===== src/rtl/idp_decoder_29.sv =====
// ---------------------------------------------------------------------------
// idp_decoder_29
//
// Purpose:
//   Receive-side decoder for the 29-bit FNS crosstalk-avoidance codeword.
//   A codeword is captured through a valid/ready handshake and the data word
//   is rebuilt by iterative weighted accumulation, STEP low-field bits per
//   cycle, starting from the offset selected by the 4-bit MSB prefix.
//   Illegal prefixes contribute no offset and raise msb_err; the low field
//   is still decoded.
//
// Parameters:
//   STEP     low-field bits consumed per ACCUM cycle (1, 5 or 25)
//   IBLEN29  width of the decoded data word / accumulator
//
// Ports:
//   clock      in   rising-edge clock
//   rst_n      in   asynchronous active-low reset
//   in_valid   in   codein is valid
//   in_ready   out  block can accept a codeword (state == IDLE)
//   codein     in   29-bit codeword, [28:25] prefix, [24:0] low FNS field
//   out_valid  out  dataout / msb_err are valid
//   out_ready  in   consumer accepts the result
//   dataout    out  decoded data word
//   msb_err    out  prefix of the decoded word was illegal
// ---------------------------------------------------------------------------
module idp_decoder_29 #(
    parameter int STEP    = 5,
    parameter int IBLEN29 = 22
) (
    input  logic               clock,
    input  logic               rst_n,
    input  logic               in_valid,
    output logic               in_ready,
    input  logic [28:0]        codein,
    output logic               out_valid,
    input  logic               out_ready,
    output logic [IBLEN29-1:0] dataout,
    output logic               msb_err
);

    localparam int K     = 25 / STEP;
    localparam int CNT_W = 5;

    // FNS(n): Fibonacci-style weights with FNS(1)=1, FNS(2)=2, FNS(n)=FNS(n-1)+FNS(n-2).
    function automatic logic [IBLEN29-1:0] fns(input int n);
        logic [IBLEN29-1:0] a;
        logic [IBLEN29-1:0] b;
        logic [IBLEN29-1:0] t;
        a = IBLEN29'(1);
        b = IBLEN29'(2);
        if (n <= 1) begin
            return a;
        end
        for (int i = 2; i < n; i++) begin
            t = a + b;
            a = b;
            b = t;
        end
        return b;
    endfunction

    // Bit 0 weighs 1; bit k (k >= 1) weighs FNS(k+1).
    function automatic logic [IBLEN29-1:0] bitWeight(input int k);
        if (k == 0) begin
            return IBLEN29'(1);
        end
        return fns(k + 1);
    endfunction

    localparam logic [IBLEN29-1:0] FNS26 = fns(26);
    localparam logic [IBLEN29-1:0] FNS28 = fns(28);
    localparam logic [IBLEN29-1:0] FNS29 = fns(29);

    typedef enum logic [1:0] {
        S_IDLE  = 2'd0,
        S_ACCUM = 2'd1,
        S_DONE  = 2'd2
    } state_t;

    state_t             r_state;
    logic [24:0]        r_shift;
    logic [IBLEN29-1:0] r_acc;
    logic               r_err;
    logic [CNT_W-1:0]   r_cnt;
    logic               r_inReady;
    logic               r_outValid;

    logic [IBLEN29-1:0] w_weight [0:24];
    logic [IBLEN29-1:0] w_offset;
    logic               w_err;
    logic [IBLEN29-1:0] w_groupSum;

    for (genvar k = 0; k < 25; k++) begin : g_weight
        assign w_weight[k] = bitWeight(k);
    end

    // Prefix offset lookup; anything outside the ten legal prefixes is an error
    // and contributes nothing to the sum.
    always_comb begin
        w_offset = '0;
        w_err    = 1'b0;
        case (codein[28:25])
            4'b0000: w_offset = '0;
            4'b0001: w_offset = FNS26;
            4'b1000: w_offset = FNS28;
            4'b1001: w_offset = FNS26 + FNS28;
            4'b0011: w_offset = FNS26 + FNS29;
            4'b1100: w_offset = FNS28 + FNS29;
            4'b0110: w_offset = FNS29 + FNS29;
            4'b0111: w_offset = FNS29 + FNS29 + FNS26;
            4'b1110: w_offset = FNS29 + FNS29 + FNS28;
            4'b1111: w_offset = FNS29 + FNS29 + FNS28 + FNS26;
            default: begin
                w_offset = '0;
                w_err    = 1'b1;
            end
        endcase
    end

    // The shift register always presents the current group in its top STEP
    // bits; the counter tells which absolute bit positions (and so which
    // weights) those bits carry.
    always_comb begin : p_groupSum
        int base;
        int idx;
        w_groupSum = '0;
        base       = 24 - (K - 1 - int'(r_cnt)) * STEP;
        for (int j = 0; j < STEP; j++) begin
            idx = base - j;
            if (r_shift[24-j]) begin
                w_groupSum = w_groupSum + w_weight[idx[4:0]];
            end
        end
    end

    // Control FSM with registered handshake outputs.
    always_ff @(posedge clock or negedge rst_n) begin
        if (!rst_n) begin
            r_state    <= S_IDLE;
            r_shift    <= '0;
            r_acc      <= '0;
            r_err      <= 1'b0;
            r_cnt      <= '0;
            r_inReady  <= 1'b1;
            r_outValid <= 1'b0;
        end else begin
            case (r_state)
                S_IDLE: begin
                    if (in_valid) begin
                        r_shift   <= codein[24:0];
                        r_acc     <= w_offset;
                        r_err     <= w_err;
                        r_cnt     <= CNT_W'(K - 1);
                        r_inReady <= 1'b0;
                        r_state   <= S_ACCUM;
                    end
                end
                S_ACCUM: begin
                    r_acc   <= r_acc + w_groupSum;
                    r_shift <= r_shift << STEP;
                    r_cnt   <= r_cnt - CNT_W'(1);
                    if (r_cnt == '0) begin
                        r_outValid <= 1'b1;
                        r_state    <= S_DONE;
                    end
                end
                S_DONE: begin
                    if (out_ready) begin
                        r_outValid <= 1'b0;
                        r_inReady  <= 1'b1;
                        r_state    <= S_IDLE;
                    end
                end
                default: begin
                    r_outValid <= 1'b0;
                    r_inReady  <= 1'b1;
                    r_state    <= S_IDLE;
                end
            endcase
        end
    end

    assign in_ready  = r_inReady;
    assign out_valid = r_outValid;
    assign dataout   = r_acc;
    assign msb_err   = r_err;

endmodule

===== config.mk =====
export PLATFORM = sky130hd
export DESIGN_NAME = idp_decoder_29
export DESIGN_NICKNAME = d
export VERILOG_FILES = /design/src/rtl/idp_decoder_29.sv
export SDC_FILE = /design/constraint.sdc
export NUM_CORES = 1
export LEC_CHECK = 0
export CORE_ASPECT_RATIO = 1.75
export CORE_MARGIN = 2
export CORE_UTILIZATION = 30
export DETAILED_ROUTE_END_ITERATION = 6
export PLACE_DENSITY_LB_ADDON = 0.05
export REMOVE_ABC_BUFFERS = 1
export SLEW_MARGIN = 15
export SYNTH_ARGS = -nofsm -noshare
export SYNTH_HDL_FRONTEND = slang
export SYNTH_SLANG_ARGS = --single-unit

===== constraint.sdc =====
create_clock -name clock -period 13.05 [get_ports clock]
set_input_delay 3.2625 -clock clock [delete_from_list [all_inputs] [get_ports clock]]
set_output_delay 3.2625 -clock clock [all_outputs]
set_load 0.02 [all_outputs]

After elaboration in Yosys (flattened, before gate mapping). Memories as Yosys holds them, arrays and structs flattened. Index checks and enable logic that the tools add are counted. Widths: inputs -> output; s select.

Add/subtract/negate cells: 12. Multiply operators: 1. Order comparisons: 5. Eq/ne operators: 14. Mux-type cells: 33. Bitwise operators: 7. Reduce and logical (&&, ||, !) cells: 10.

Operators by type and width (number): $mux 22 (16); $pmux 22 s9 (1); $add 22x22->22 (5); $pmux 25 s2 (1); $pmux 22 s2 (1); $ge 6x6->1 const B (5); $not 5->6 (5); $mux 25 (1); $eq 4x4->1 const B (5); $pmux 5 s2 (1); $reduce_or 10->1 (1); $sub 5x3->5 const B (2); $reduce_and 3->1 (3); $eq 4x3->1 const B (2); $mul 6x4->5 const B (1); $mux 2 (3); $ne 2x2->1 const B (3); $pmux 1 s3 (2); $pmux 2 s3 (1); $sub 3x5->6 const A (1); $logic_not 5->1 (1); $mux 1 (5); $mux 5 (1); $sub 4x5->5 const A (1); 12 further kinds (14).

Register bits: 57. Memory bits (read-only): 3520. Input port bits: 33. Output and inout port bits: 25. Memories kept: 5.

Memories: (name not given) (words 32, width 22, read ports 1, clocked after memory_dff 0, wr ports 0, line 132) `w_groupSum = w_groupSum + w_weight[idx[4:0]];`; (name not given) (words 32, width 22, read ports 1, clocked after memory_dff 0, wr ports 0, line 132); (name not given) (words 32, width 22, read ports 1, clocked after memory_dff 0, wr ports 0, line 132); (name not given) (words 32, width 22, read ports 1, clocked after memory_dff 0, wr ports 0, line 132); (name not given) (words 32, width 22, read ports 1, clocked after memory_dff 0, wr ports 0, line 132).

Longest topological paths before layout.
Depth after elaboration: 18. Gate-level depth with buffers: 64.

Worst setup path before layout. Ideal clock, no wire load.

Kind: reg-to-reg. Start point: register r_cnt[1]. End point: register r_acc[21], in the netlist dataout[21]. Setup time: 136 ps. Data arrival time: 11439 ps. Data required time: 12914 ps. Slack: 1475 ps. Stages on the path, launching flop included: 62. Path buffers: 5. Period minus slack after synthesis: 11575 ps. Cell sequence: dfrtp_1 -> clkbuf_1 -> inv_1 -> ha_1 -> buf_2 -> buf_1 -> xnor2_1 -> xnor2_1 -> ha_1 -> or2_2 -> fa_1 -> xnor2_1 -> xnor2_2 -> xor2_1 -> buf_4 -> buf_6 -> xnor2_1 -> nand2_1 -> [... 26 more ...] -> and2_1 -> xor2_1 -> mux2_2 -> ha_1 -> nand3_1 -> nand2_1 -> a41o_1 -> o41ai_1 -> nor2b_1 -> a211oi_1 -> xnor2_1 -> ha_1 -> or3_1 -> nor3_1 -> a21oi_1 -> a31oi_1 -> xor2_1 -> a21oi_1.

Word-level cells in the longest chain between the ends: 18. Elaborated cells on any way between the ends: 38.

RTL lines: start: declaration (line 85) `logic [CNT_W-1:0] r_cnt;`; start signal: assignment (line 154) `r_cnt <= CNT_W'(K - 1);`; start signal: assignment (line 162) `r_cnt <= r_cnt - CNT_W'(1);`; $sub 3x5->6 (*) (line 128) `base = 24 - (K - 1 - int'(r_cnt)) * STEP;`; $mul 6x4->5 (*) (line 128); $sub 4x5->5 (*) (line 128); $sub 5x2->5 / $not 5->6 (equally long branches) (line 130, 132); $not 5->6 (implied by the code) / $mem_v2 32x22 (equally long branches); $mem_v2 32x22 / $mux 22 (equally long branches); $mux 22 (implied by the code) (line 132); $mux 22, on equally long branches (line 132, 131); [... 2 more ...]; $add 22x22->22 (line 132); $mux 22 (line 131) `if (r_shift[24-j]) begin`; $add 22x22->22 (line 132); $mux 22 (line 131); $add 22x22->22 (line 132); $mux 22 (*) (line 131); $add 22x22->22 (*) (line 160) `r_acc <= r_acc + w_groupSum;`; $pmux 22 s2 (*) (line 148) `case (r_state)`; end signal: assignment (line 152) `r_acc <= w_offset;`; end signal: assignment (line 160); end: declaration (line 83) `logic [IBLEN29-1:0] r_acc;`.

Mark *: on every way between the ends. The rest lies on a longest branch, timed or not. The select of a mux whose other input is x is not followed. A chain may end at the register's enable or synchronous reset.

Worst setup path after layout.
Start point: register r_cnt[0]. End point: register r_acc[21], in the netlist dataout[21].

Same word-level chain as after synthesis.

==> out/qor.tcl <==
set qor(floorplan.io_pins) 58
set qor(gp_congestion) 0.892
set qor(achievable-frequency_ghz) 0.0826
set qor(grt_setup_unrepaired) {no}
set qor(design.core.area_sq_mm) 0.0329
set qor(drc) 0
set qor(postSynthRegisterBits) 57
set qor(post-route-min-period_ps) 12100
set qor(largest_family_of_logic_cells_by_synthesized_area) {compound AO/OA/AOI/OAI gates}
set qor(proportion_of_layout_cells_with_a_drive_suffix_above_1_pct) 8.35
set qor(worst_path_max_delay_cell) {sky130_fd_sc_hd__dfrtp_1}
set qor(ff2ff_setup_slack_ps) 950
set qor(crit_required_ps) 13230
set qor(proportion_of_synthesized_area_in_mux_cells_pct) 6.02
set qor(ant_nets) 0
set qor(synth_edf_count) 0
set qor(timing.critical_path.from_type) {register}
set qor(cts_hold_buf) 0
set qor(grt_antenna_before_repair) 0
set qor(area_delta_synth_final_pct) 13.5
set qor(postSynth.asyncResetShare_pct) 100
set qor(ys_types) 80
set qor(synth-adder-area-share_pct) 15.6
set qor(timing.hold.ws_ps) 472
set qor(ys_seq_area_share_pct) 14.3
set qor(xor_and_xnor_fraction_of_the_mapped_netlist_area_pct) 9.06
set qor(ys.flop_type) {sky130_fd_sc_hd__dfrtp_1}
set qor(groute.usage.overall_pct) 22.8
set qor(clock_latency_ps) 350
set qor(first_pass_iters) 5
set qor(dpl_worst_slack_ps) 744
set qor(fill_cell_total_of_the_finished_layout) 3518
set qor(dieHeight_um) 245
set qor(placementRows) 88
set qor(setup.worst_path.end_class) {register}
set qor(critical_path.max_fanout) 11
set qor(timing.setup.critical_path_class) {register to register}
set qor(postRouteWirelength_um) 39400
set qor(worst_path_dominant_cell_family) {compound AO/OA/AOI/OAI gates}
set qor(htreeDepth) 3
set qor(timing_hold_violations_final) 0
set qor(floorplan.initialDensity_pct) 30.4
set qor(mappedNetlistArea_sq_mm) 0.0100
set qor(synth_top_area_share_pct) 14.4
set qor(gate_count_after_technology_mapping) 1358
set qor(setup_total_negative_slack_ps) 0
set qor(finalNetCount) 1538
set qor(groute.layer.met3.usage_pct) 1.71
set qor(die_area_sq_mm) 0.0349
set qor(fin_util_pct) 34.4
set qor(number_of_global_route_vias_before_repair) 10371
set qor(first_pass_grt_wire_length_um) 60600
set qor(grt-ovfl-total) 0
set qor(grt_max_degree) 58
set qor(globalRoute.busiestLayer) {met2}
set qor(post-dp-hpwl_um) 32000
set qor(cts_tree) {done}
set qor(status) {completed}
set qor(tritoncts_num_sinks) 57
set qor(wire_per_inst_um) 22.0
set qor(netlist.top_cell.by_area) {sky130_fd_sc_hd__ha_1}
set qor(numPortBuffers) 57
set qor(cap_violations) 0
set qor(path_buf_inv) 2
set qor(commonest_cells_after_routing_fill_and_taps_aside) {sky130_fd_sc_hd__nand2_1, sky130_fd_sc_hd__a21oi_1, sky130_fd_sc_hd__nor2_1, sky130_fd_sc_hd__ha_1, sky130_fd_sc_hd__o21ai_0}
set qor(arrival_ps) 12290
set qor(final.setup_skew_ps) 16.0
set qor(clockBufferDepth) 2
set qor(synth.area.top_cells) {sky130_fd_sc_hd__ha_1, sky130_fd_sc_hd__dfrtp_1, sky130_fd_sc_hd__xnor2_1}
set qor(global_route.usage.met1_pct) 22.8
set qor(use_met2_pct) 44.2
set qor(worstMarginPinSlew_ps) 1140
set qor(slew_headroom_pct) 23.6
set qor(layout_commonest_cell) {sky130_fd_sc_hd__nand2_1}
set qor(synthesis.yosys.warnings) 0
set qor(synthSimpleGateAreaFrac_pct) 18.4
set qor(die_width_um) 142
set qor(synth_compound_area_share_pct) 32.0
set qor(setup_violations) 0
set qor(slowest_delay_ps) 570
set qor(clock-root-buffer) {sky130_fd_sc_hd__clkbuf_16}
set qor(drt_iter0_drc) 556
set qor(inserted_clock_buffers) 9
set qor(path_clk_slew_ps) 70
set qor(insertedDiodeCount) 0
set qor(final_critical_path_setup_slack_ps) 949
set qor(final_worst_path_period_share_pct) 92.7
set qor(routed_via_density) 5.72
set qor(final_count_of_pins_violating_max_slew) 0
set qor(cp_common_cell) {sky130_fd_sc_hd__ha_1}
set qor(via_count) 10255
set qor(synth.avg_cell_area_sq_um) 7.36
set qor(min-delay-path-class) {register to register}
## layer usage
layer	vias to the layer above	part of all wire, %	routed length [um]
met2	208	55	21500
met4	0	7.4	2900
met1	4887	36	14200
met5	-	0	0
met3	94	2.0	797
li1	5066	-	-
## final cells by class
cell class	instances	area [sq um]	area share (%)
tap	405	507	4.47
multi-input combinational	1182	8130	71.7
inverter	45	169	1.49
clock inverter	7	78.8	0.695
timing repair buffer	89	806	7.11
clock buffer	9	225	1.99
sequential	57	1430	12.6
## stage by stage
stage          instances  area [sq um]
4_1_cts             1794         11300
3_5_place_dp        1778         11000
5_1_grt             1794         11300
6_report            1794         11300
2_1_floorplan       1284          9700
3_3_place_gp        1778         11000
## sequential cells by signal (all words and copies together) (netlist names)
| name | count |
|---|---|
| r_shift | 25 |
| r_state | 2 |
| in_ready | 1 |
| dataout | 22 |
| out_valid | 1 |
| r_cnt | 5 |
| msb_err | 1 |
## logic make-up after synthesis
| family | after synthesis |
|---|---|
| flip-flops | 57 |
| XOR/XNOR | 101 |
| buffers and inverters | 119 |
| adder cells (fa/ha/maj) | 121 |
| multiplexers | 52 |
| AO/OA/AOI/OAI | 493 |
| other | 1 |
| AND/OR/NAND/NOR | 414 |
## cell usage after synthesis (6+ instances only)
cell type	number
sky130_fd_sc_hd__nor2b_1	9
sky130_fd_sc_hd__o21a_1	29
sky130_fd_sc_hd__nor3_1	28
sky130_fd_sc_hd__clkbuf_1	61
sky130_fd_sc_hd__and3_1	7
sky130_fd_sc_hd__xor2_1	22
sky130_fd_sc_hd__nand2_1	156
sky130_fd_sc_hd__fa_1	6
sky130_fd_sc_hd__a22oi_1	24
sky130_fd_sc_hd__inv_1	39
sky130_fd_sc_hd__nand3_1	46
sky130_fd_sc_hd__clkinv_1	6
sky130_fd_sc_hd__o21bai_1	10
sky130_fd_sc_hd__mux2i_1	10
sky130_fd_sc_hd__nor2_1	115
sky130_fd_sc_hd__and2_1	9
sky130_fd_sc_hd__a21o_1	31
sky130_fd_sc_hd__o31ai_1	11
sky130_fd_sc_hd__o21ai_0	112
sky130_fd_sc_hd__nand2b_1	16
sky130_fd_sc_hd__o22ai_1	13
sky130_fd_sc_hd__o311ai_0	8
sky130_fd_sc_hd__mux2_4	7
sky130_fd_sc_hd__or2_2	9
sky130_fd_sc_hd__a311oi_1	7
sky130_fd_sc_hd__a211oi_1	19
sky130_fd_sc_hd__buf_1	8
sky130_fd_sc_hd__dfrtp_1	56
sky130_fd_sc_hd__mux2_2	34
sky130_fd_sc_hd__a31oi_1	17
sky130_fd_sc_hd__a21oi_1	129
sky130_fd_sc_hd__o221ai_1	7
sky130_fd_sc_hd__xnor2_1	77
sky130_fd_sc_hd__o211ai_1	15
sky130_fd_sc_hd__ha_1	115
## worst paths after layout
kind / depth (start not counted) / from / endpoint
min reg2reg: 2 / r_shift[8]$_DFFE_PN0P_ / r_shift[8]$_DFFE_PN0P_
max in group asynchronous: 2 / rst_n / r_cnt[2]$_DFFE_PN0P_
max: 53 / r_cnt[0]$_DFFE_PN0P_ / dataout[21]$_DFFE_PN0P_
max reg2reg: 53 / r_cnt[0]$_DFFE_PN0P_ / dataout[21]$_DFFE_PN0P_
min: 2 / r_shift[8]$_DFFE_PN0P_ / r_shift[8]$_DFFE_PN0P_
min in group asynchronous: 2 / rst_n / dataout[21]$_DFFE_PN0P_
## worst min-delay path: stages (launching register included)
cell and delay [ps]:
sky130_fd_sc_hd__dfrtp_1 340, sky130_fd_sc_hd__nand2_1 50, sky130_fd_sc_hd__nand2_1 50
## what timing repair did
action                     4_1_cts  5_1_grt
buffers inserted                 0        0
setup endpoints to repair        0        5
gates resized for setup          0        2
Power is left out: the tool's default activity adds up to more than one toggle a clock period on the data nets, which glitch-free logic cannot reach.
